File: src/rtl/forward_ctrl.sv
// Hazard unit for a 5-stage pipeline: selects EX operand bypasses and stalls on load-use.
// Shadow copies of the EX/MEM/WB destination info are kept locally, so they are never read back from the datapath.
module forward_ctrl #(
    parameter int AW = 5,
    parameter int CW = 16
) (
    input  logic          clk_i,
    input  logic          rst_i,
    input  logic          id_valid_i,
    input  logic [AW-1:0] id_rs_i,
    input  logic [AW-1:0] id_rt_i,
    input  logic          id_use_rs_i,
    input  logic          id_use_rt_i,
    input  logic [AW-1:0] id_rd_i,
    input  logic          id_regwrite_i,
    input  logic          id_memread_i,
    input  logic          id_alusrc_i,
    input  logic          flush_i,
    output logic [1:0]    fwd_a_o,
    output logic [1:0]    fwd_b_o,
    output logic          stall_o,
    output logic [CW-1:0] stall_cnt_o
);

    typedef struct packed {
        logic          valid;
        logic          regwrite;
        logic          memread;
        logic [AW-1:0] rd;
    } slot_t;

    localparam logic [1:0]    SEL_RF    = 2'd0;
    localparam logic [1:0]    SEL_EXMEM = 2'd1;
    localparam logic [1:0]    SEL_MEMWB = 2'd2;
    localparam logic [1:0]    SEL_IMM   = 2'd3;
    localparam logic [CW-1:0] CNT_MAX   = '1;
    localparam slot_t         BUBBLE    = '0;

    slot_t         ex_q, ex_d, mem_q, mem_d, wb_q, wb_d;
    logic [1:0]    fwd_a_q, fwd_a_d, fwd_b_q, fwd_b_d;
    logic [CW-1:0] cnt_q, cnt_d;
    logic          stall;
    logic          advance;

    function automatic logic hit(input slot_t s, input logic [AW-1:0] src);
        return s.valid && s.regwrite && (s.rd == src);
    endfunction

    // Register 0 is hardwired, so it never bypasses; a WB producer is covered
    // by the write-before-read register file and also yields SEL_RF.
    function automatic logic [1:0] fwd_sel(input logic use_src, input logic [AW-1:0] src,
                                           input slot_t ex, input slot_t mem, input slot_t wb);
        logic [1:0] sel;
        sel = SEL_RF;
        if (use_src && (src != '0)) begin
            if (hit(ex, src))       sel = SEL_EXMEM;
            else if (hit(mem, src)) sel = SEL_MEMWB;
            else if (hit(wb, src))  sel = SEL_RF;
        end
        return sel;
    endfunction

    always_comb begin
        stall = 1'b0;
        if (!rst_i && id_valid_i && !flush_i && ex_q.valid && ex_q.memread &&
            ex_q.regwrite && (ex_q.rd != '0)) begin
            stall = (id_use_rs_i && (id_rs_i == ex_q.rd)) ||
                    (id_use_rt_i && (id_rt_i == ex_q.rd));
        end
    end

    assign advance = id_valid_i && !flush_i && !stall;

    always_comb begin
        wb_d    = mem_q;
        mem_d   = ex_q;
        ex_d    = BUBBLE;
        fwd_a_d = SEL_RF;
        fwd_b_d = SEL_RF;
        cnt_d   = cnt_q;
        if (advance) begin
            ex_d.valid    = 1'b1;
            ex_d.regwrite = id_regwrite_i;
            ex_d.memread  = id_memread_i;
            ex_d.rd       = id_rd_i;
            fwd_a_d       = fwd_sel(id_use_rs_i, id_rs_i, ex_q, mem_q, wb_q);
            fwd_b_d       = id_alusrc_i ? SEL_IMM
                                        : fwd_sel(id_use_rt_i, id_rt_i, ex_q, mem_q, wb_q);
        end
        if (stall && (cnt_q != CNT_MAX)) cnt_d = cnt_q + 1'b1;
    end

    always_ff @(posedge clk_i) begin
        if (rst_i) begin
            ex_q    <= BUBBLE;
            mem_q   <= BUBBLE;
            wb_q    <= BUBBLE;
            fwd_a_q <= SEL_RF;
            fwd_b_q <= SEL_RF;
            cnt_q   <= '0;
        end else begin
            ex_q    <= ex_d;
            mem_q   <= mem_d;
            wb_q    <= wb_d;
            fwd_a_q <= fwd_a_d;
            fwd_b_q <= fwd_b_d;
            cnt_q   <= cnt_d;
        end
    end

    assign fwd_a_o     = fwd_a_q;
    assign fwd_b_o     = fwd_b_q;
    assign stall_o     = stall;
    assign stall_cnt_o = cnt_q;

endmodule

File: config.mk
export PLATFORM = sky130hd
export DESIGN_NAME = forward_ctrl
export DESIGN_NICKNAME = d
export VERILOG_FILES = /design/src/rtl/forward_ctrl.sv
export SDC_FILE = /design/constraint.sdc
export NUM_CORES = 1
export LEC_CHECK = 0
export CAP_MARGIN = 5
export CORE_ASPECT_RATIO = 1.4
export CORE_MARGIN = 1
export CORE_UTILIZATION = 40
export DETAILED_ROUTE_END_ITERATION = 10
export PLACE_DENSITY = 0.77
export SLEW_MARGIN = 30
export SYNTH_ARGS = -nofsm -noshare
export SYNTH_HDL_FRONTEND = slang
export SYNTH_SLANG_ARGS = --single-unit
export TNS_END_PERCENT = 20
File: constraint.sdc
create_clock -name clk_i -period 5.4 [get_ports clk_i]
set_input_delay 1.08 -clock clk_i [delete_from_list [all_inputs] [get_ports clk_i]]
set_output_delay 1.08 -clock clk_i [all_outputs]
set_load 0.01 [all_outputs]
==> run summary, run 1 <==
slowest stage delay, CP = 0.65 ns
io pins = 45
PortBufs = 44
switching fraction of total power = 20.2%
CP Buf/Inv Count = 2
die height = 81.1 microns
Fmax = 0.223 GHz
Worst Path Max Fanout = 28
syn nets = 218
Final period util = 83.0%
commonest cells after routing, fill and taps aside = clkdlybuf4s50_1 (44), dfxtp_1 (35), nand2_1 (13), xnor2_1 (12), nor2b_1 (12)
element type at the critical path end = output pin
run status = completed
P_sw = 0.000119 W
Routed WL = 3.90 mm
detailed router's first-iteration violation count = 54
initial antenna violation count = 0
worst skew pair latency = 0.29 ns
Yosys cell types = 40
Worst EP required = 4.32 ns
routed vias/inst = 5.34
Post-Syn Area per Cell = 9.25 sq um
clock slew at reported path FFs = 0.07 ns
Final ANT Viol Nets = 0
setup bufs post-CTS = 0
total die area = 0.00474 sq mm
most common cell after layout, fill and taps aside = clkdlybuf4s50_1
vias in the first global route = 1531
row count = 28
GRT Overall Usage = 18.8%
Tmin final = 4.48 ns
core area = 0.00424 sq mm
sequential share of the synthesized area = 39.2%
HP Class = register to register
Netlist Area Pre-Place = 0.00179 sq mm
Final Slew Violations = 0
Cells after Synth = 193
Reg power frac = 44.7%
routed len/inst = 13.1 microns
CP arrival = 3.40 ns
CP Launch Type = input port
number of synthesized register bits = 35
placer's final routability congestion estimate = 0.882
yosys warns = 0
setup TNS = 0 ns
1st-pass router iterations = 4
most frequent CP cell = clkdlybuf4s50_1
DR DRC count = 0
first-pass GRT wire length = 6.76 mm
CP max-delay cell = o32a_1
post-CTS sizing = 0
largest net degree at the start of global routing = 29
CTS root buf = clkbuf_8
crit path kind = input port to output pin
Worst Tran Pin Value = 0.895 ns
hpwl dp = 2.87 mm
area grow syn2layout = 33.5%
die width = 58.5 microns
Crit path max-delay family = buffers and inverters
Layout Cells excl Fill = 298
Worst VDD drop = 0.134 mV
fraction of layout cells with a size suffix above 1 = 8.40%
placed insts = 290
Slew headroom = 40.3%
fill cell count = 379
max-capacitance violation count = 0
clock buffer depth = 2
hold_buf cts = 0
CTS tree = yes
H-Tree Depth = 2
Clk pwr share = 47.6%
Worst Skew = 0.00291 ns
worst path cell trace = clkdlybuf4s50_1 -> xnor2_1 -> nand3_1 -> o32a_1 -> nor2_1 -> clkdlybuf4s50_1
Remaining Overflow, GRT = 0
Fin. Hold Viols = 0
multi-input logic area = 0.00101 sq mm
Setup Viol. Count Final = 0
Power Dens Cells = 248 mW/mm^2
CTS sink cnt = 35
RSZ-0062 raised after global routing = no
n_diodes = 0
Initial Utilization = 42.1%
number of CTS-inserted buffers = 5
leak pwr = 0.797 nW
register area = 701 sq um
Nets = 262
Internal = 0.000471 W
Logic pwr share = 7.7%
Via Count = 1590
[layout make-up]
| class | instances | share of cell area (%) |
|---|---|---|
| multi-input combinational | 147 | 42.5 |
| sequential | 35 | 29.4 |
| timing repair buffer | 45 | 18.8 |
| tap | 60 | 3.15 |
| clock buffer | 5 | 2.89 |
| clock inverter | 3 | 2.83 |
| inverter | 3 | 0.472 |
[path summary, 6_finish.rpt]
kind,startpoint,to,slack (ns),depth (start not counted)
max,id_rt_i[3],stall_o,0.92,6
min,ex_q[7],mem_q[7],0.48,1
max reg2reg,ex_q[3],stall_cnt_o[3],3.15,5
min reg2reg,ex_q[7],mem_q[7],0.48,1
[cell families (layout without fill, tap and decap cells)]
kind of cell	after synthesis	after routing	synth area share, %
fa+ha+maj	1	1	0.701
simple gates	92	92	30.6
flops	35	35	39.2
buf+inv	11	56	4.06
compound gates	28	28	11.8
mux	6	6	3.78
xor+xnor	20	20	9.81
[flip-flops by register name, summed over array words and instances, names as in the netlist]
register	count
ex_q	8
fwd_a_o	2
fwd_b_o	2
mem_q	7
stall_cnt_o	16
[stage by stage]
step                power, W  cell area (sq um)  util, %  worst slack, ns  hold WS [ns]
floorplan           0.000292               1790        -             2.20         0.436
global placement    0.000314               2250     53.0            0.970         0.462
detailed placement  0.000315               2250     53.0            0.913         0.473
CTS                 0.000595               2380     56.2            0.915         0.487
global route        0.000611               2380     56.2            0.728         0.500
finish              0.000591               2380     56.2            0.917         0.482
[cell usage after synthesis]
cell	count	share of area, %
a21oi_1	9	2.5
and2_1	8	2.8
and2b_1	2	0.84
and3_1	2	0.70
and4_1	1	0.49
buf_2	1	0.28
buf_6	4	2.5
clkbuf_1	3	0.63
dfxtp_1	35	39
ha_1	1	0.70
inv_1	3	0.63
mux2_1	2	1.3
mux2_2	4	2.5
nand2_1	13	2.7
nand3_1	9	2.5
nand4_1	5	1.8
nand4_2	1	0.70
nor2_1	11	2.3
nor2b_1	12	4.2
nor3_1	7	2.0
nor3b_4	1	1.1
nor4_1	5	1.8
nor4_2	1	0.70
nor4b_1	1	0.49
o2111a_2	1	0.70
o2111ai_2	1	0.84
o211ai_1	1	0.42
o21a_1	3	1.3
o311ai_0	2	0.98
o31a_1	1	0.49
o31ai_1	6	2.5
o32a_1	1	0.56
o41ai_1	3	1.5
or2_2	1	0.35
or3_1	2	0.70
or3_4	1	0.63
or4_1	8	3.4
or4b_1	1	0.56
xnor2_1	12	5.9
xor2_1	8	3.9
[worst register-to-register path: stages (launching register included)]
cell,delay (ns)
dfxtp_1,0.43
xnor2_1,0.15
nand3_1,0.12
o32a_1,0.65
nor4_1,0.43
mux2_2,0.37
[per-layer routing]
| metal | share of wire [%] | wire length (microns) | global-route usage, % |
|---|---|---|---|
| met1 | 42 | 1640 | 22.5 |
| met2 | 49 | 1920 | 30.0 |
| met3 | 4.2 | 165 | 4.46 |
| met4 | 4.5 | 174 | 11.9 |
| met5 | 0 | 0 | 0 |
[power by group through the flow]
stage	combinational, W	clock, W	sequential (W)
CTS	0.0000460	0.000285	0.000264
finish	0.0000457	0.000281	0.000264
detailed placement	0.0000455	0	0.000270
global route	0.0000506	0.000297	0.000264
floorplan	0.0000223	0	0.000269
global placement	0.0000447	0	0.000270
No activity file was read; power rests on OpenSTA's default activity.
==> run 2: changes to the inputs <==
==> constraint.sdc (replaced) <==
create_clock -name clk_i -period 4.5 [get_ports clk_i]
set_input_delay 0.9 -clock clk_i [delete_from_list [all_inputs] [get_ports clk_i]]
set_output_delay 0.9 -clock clk_i [all_outputs]
set_load 0.01 [all_outputs]
==> run 2 against run 1 <==
  * Clock skew grew 0.0023 ns
  * Register-to-register slack lost 0.78 ns
  * Clock power shrank 12%
  * Non-clock buffer count grew 1
  * Critical endpoint unchanged
  * Final cell count grew 0.34%
  * Highest routed layer unchanged
  * Clock-buffer cell count grew 3
  * Die area is the same
  * Total power grew 4.4%
  * Sequential power grew 20%
  * Via count shrank 2.3%
  * Largest cell class unchanged
  * Wire length shrank 4.7%
==> run summary, run 2 (same netlist as run 1, synthesis figures left out) <==
worst skew pair latency = 0.28 ns
first-pass GRT wire length = 6.24 mm
detailed router's first-iteration violation count = 43
commonest cells after routing, fill and taps aside = clkdlybuf4s50_1 (44), dfxtp_1 (35), nand2_1 (13), xnor2_1 (12), nor2b_1 (12)
largest net degree at the start of global routing = 28
Worst Path Max Fanout = 11
clock slew at reported path FFs = 0.07 ns
CP max-delay cell = clkdlybuf4s50_1
GRT Overall Usage = 17.4%
Layout Cells excl Fill = 299
run status = completed
Final Slew Violations = 0
Final ANT Viol Nets = 0
core area = 0.00424 sq mm
Worst EP required = 3.60 ns
clock buffer depth = 2
crit path kind = input port to output pin
placed insts = 291
fraction of layout cells with a size suffix above 1 = 8.37%
CTS sink cnt = 35
setup bufs post-CTS = 0
vias in the first global route = 1437
routed len/inst = 12.4 microns
Power Dens Cells = 262 mW/mm^2
leak pwr = 0.789 nW
Tmin final = 3.72 ns
Worst Tran Pin Value = 0.732 ns
R2R setup slack = 2.37 ns
met3 Usage GRT = 3.50%
Initial Utilization = 42.1%
Nets = 263
PortBufs = 44
Routed WL = 3.71 mm
Global Route met1 Usage = 20.9%
Slew headroom = 51.0%
routed vias/inst = 5.19
io pins = 45
worst hold margin = 0.479 ns
most common cell after layout, fill and taps aside = clkdlybuf4s50_1
CTS tree = yes
worst path cell trace = clkdlybuf4s50_1 -> nor3b_4 -> o2111ai_2 -> nor2_1 -> clkdlybuf4s50_1
number of CTS-inserted buffers = 5
H-Tree Depth = 2
setup TNS = 0 ns
HP Start = mem_q[6]
Fin. Hold Viols = 0
Setup Viol. Count Final = 0
total die area = 0.00474 sq mm
Via Count = 1553
Fmax = 0.269 GHz
CP Launch Type = input port
CP arrival = 2.82 ns
element type at the critical path end = output pin
multi-input logic area = 0.00101 sq mm
global routing's busiest layer = met2
n_diodes = 0
fill cell count = 404
die width = 58.5 microns
Final period util = 82.7%
max-capacitance violation count = 0
row count = 28
slowest stage delay, CP = 0.57 ns
most frequent CP cell = clkdlybuf4s50_1
placer's final routability congestion estimate = 0.880
HP Class = register to register
Setup crit start = rst_i
CTS root buf = clkbuf_8
hold_buf cts = 0
post-layout util = 55.5%
Remaining Overflow, GRT = 0
Worst VDD drop = 0.149 mV
die height = 81.1 microns
DR DRC count = 0
hpwl dp = 2.87 mm
post-CTS sizing = 0
1st-pass router iterations = 4
met2 Use GR = 28.3%
reg-to-reg critical path startpoint = ex_q[4]
area grow syn2layout = 31.9%
initial antenna violation count = 0
Worst Skew = 0.00524 ns
register area = 701 sq um
RSZ-0062 raised after global routing = no
max reg flops = 16
run 2: routing by layer:
| metal | wire, microns | vias up |
|---|---|---|
| met5 | 0 | - |
| met4 | 109 | 0 |
| met3 | 154 | 10 |
| met2 | 1780 | 42 |
| met1 | 1670 | 711 |
| li1 | - | 790 |
run 2: report_power, final:
part	total [W]	switching, W	internal (W)
clock network	0.000246	0.000106	0.000140
logic	0.0000548	0.0000229	0.0000320
registers	0.000317	0.00000321	0.000313
total	0.000617	0.000132	0.000485
run 2: critical path, delay by kind of cell:
family | cells | cell delay [ns]
simple gates | 2 | 0.57
buf+inv | 2 | 1.03
compound gates | 1 | 0.33
run 2: metrics by stage:
stage	setup slack [ns]	area, sq um	power [W]
2_1_floorplan	1.66	1790	0.000350
3_3_place_gp	0.802	2250	0.000378
3_5_place_dp	0.761	2250	0.000379
4_1_cts	0.758	2350	0.000626
5_1_grt	0.578	2350	0.000641
6_report	0.779	2350	0.000617
run 2: layout make-up:
type	count	share of cell area (%)
Timing Repair Buffer	46	19.3
Inverter	3	0.478
Tap cell	60	3.19
Clock buffer	8	4.25
Multi-Input combinational cell	147	43.0
Sequential cell	35	29.8
run 2: final timing paths:
kind,end,cells past startpoint
setup / recovery,stall_o,5
hold / removal,fwd_a_o[1],2
setup reg to reg,stall_cnt_o[3],6
hold reg to reg,fwd_a_o[1],2
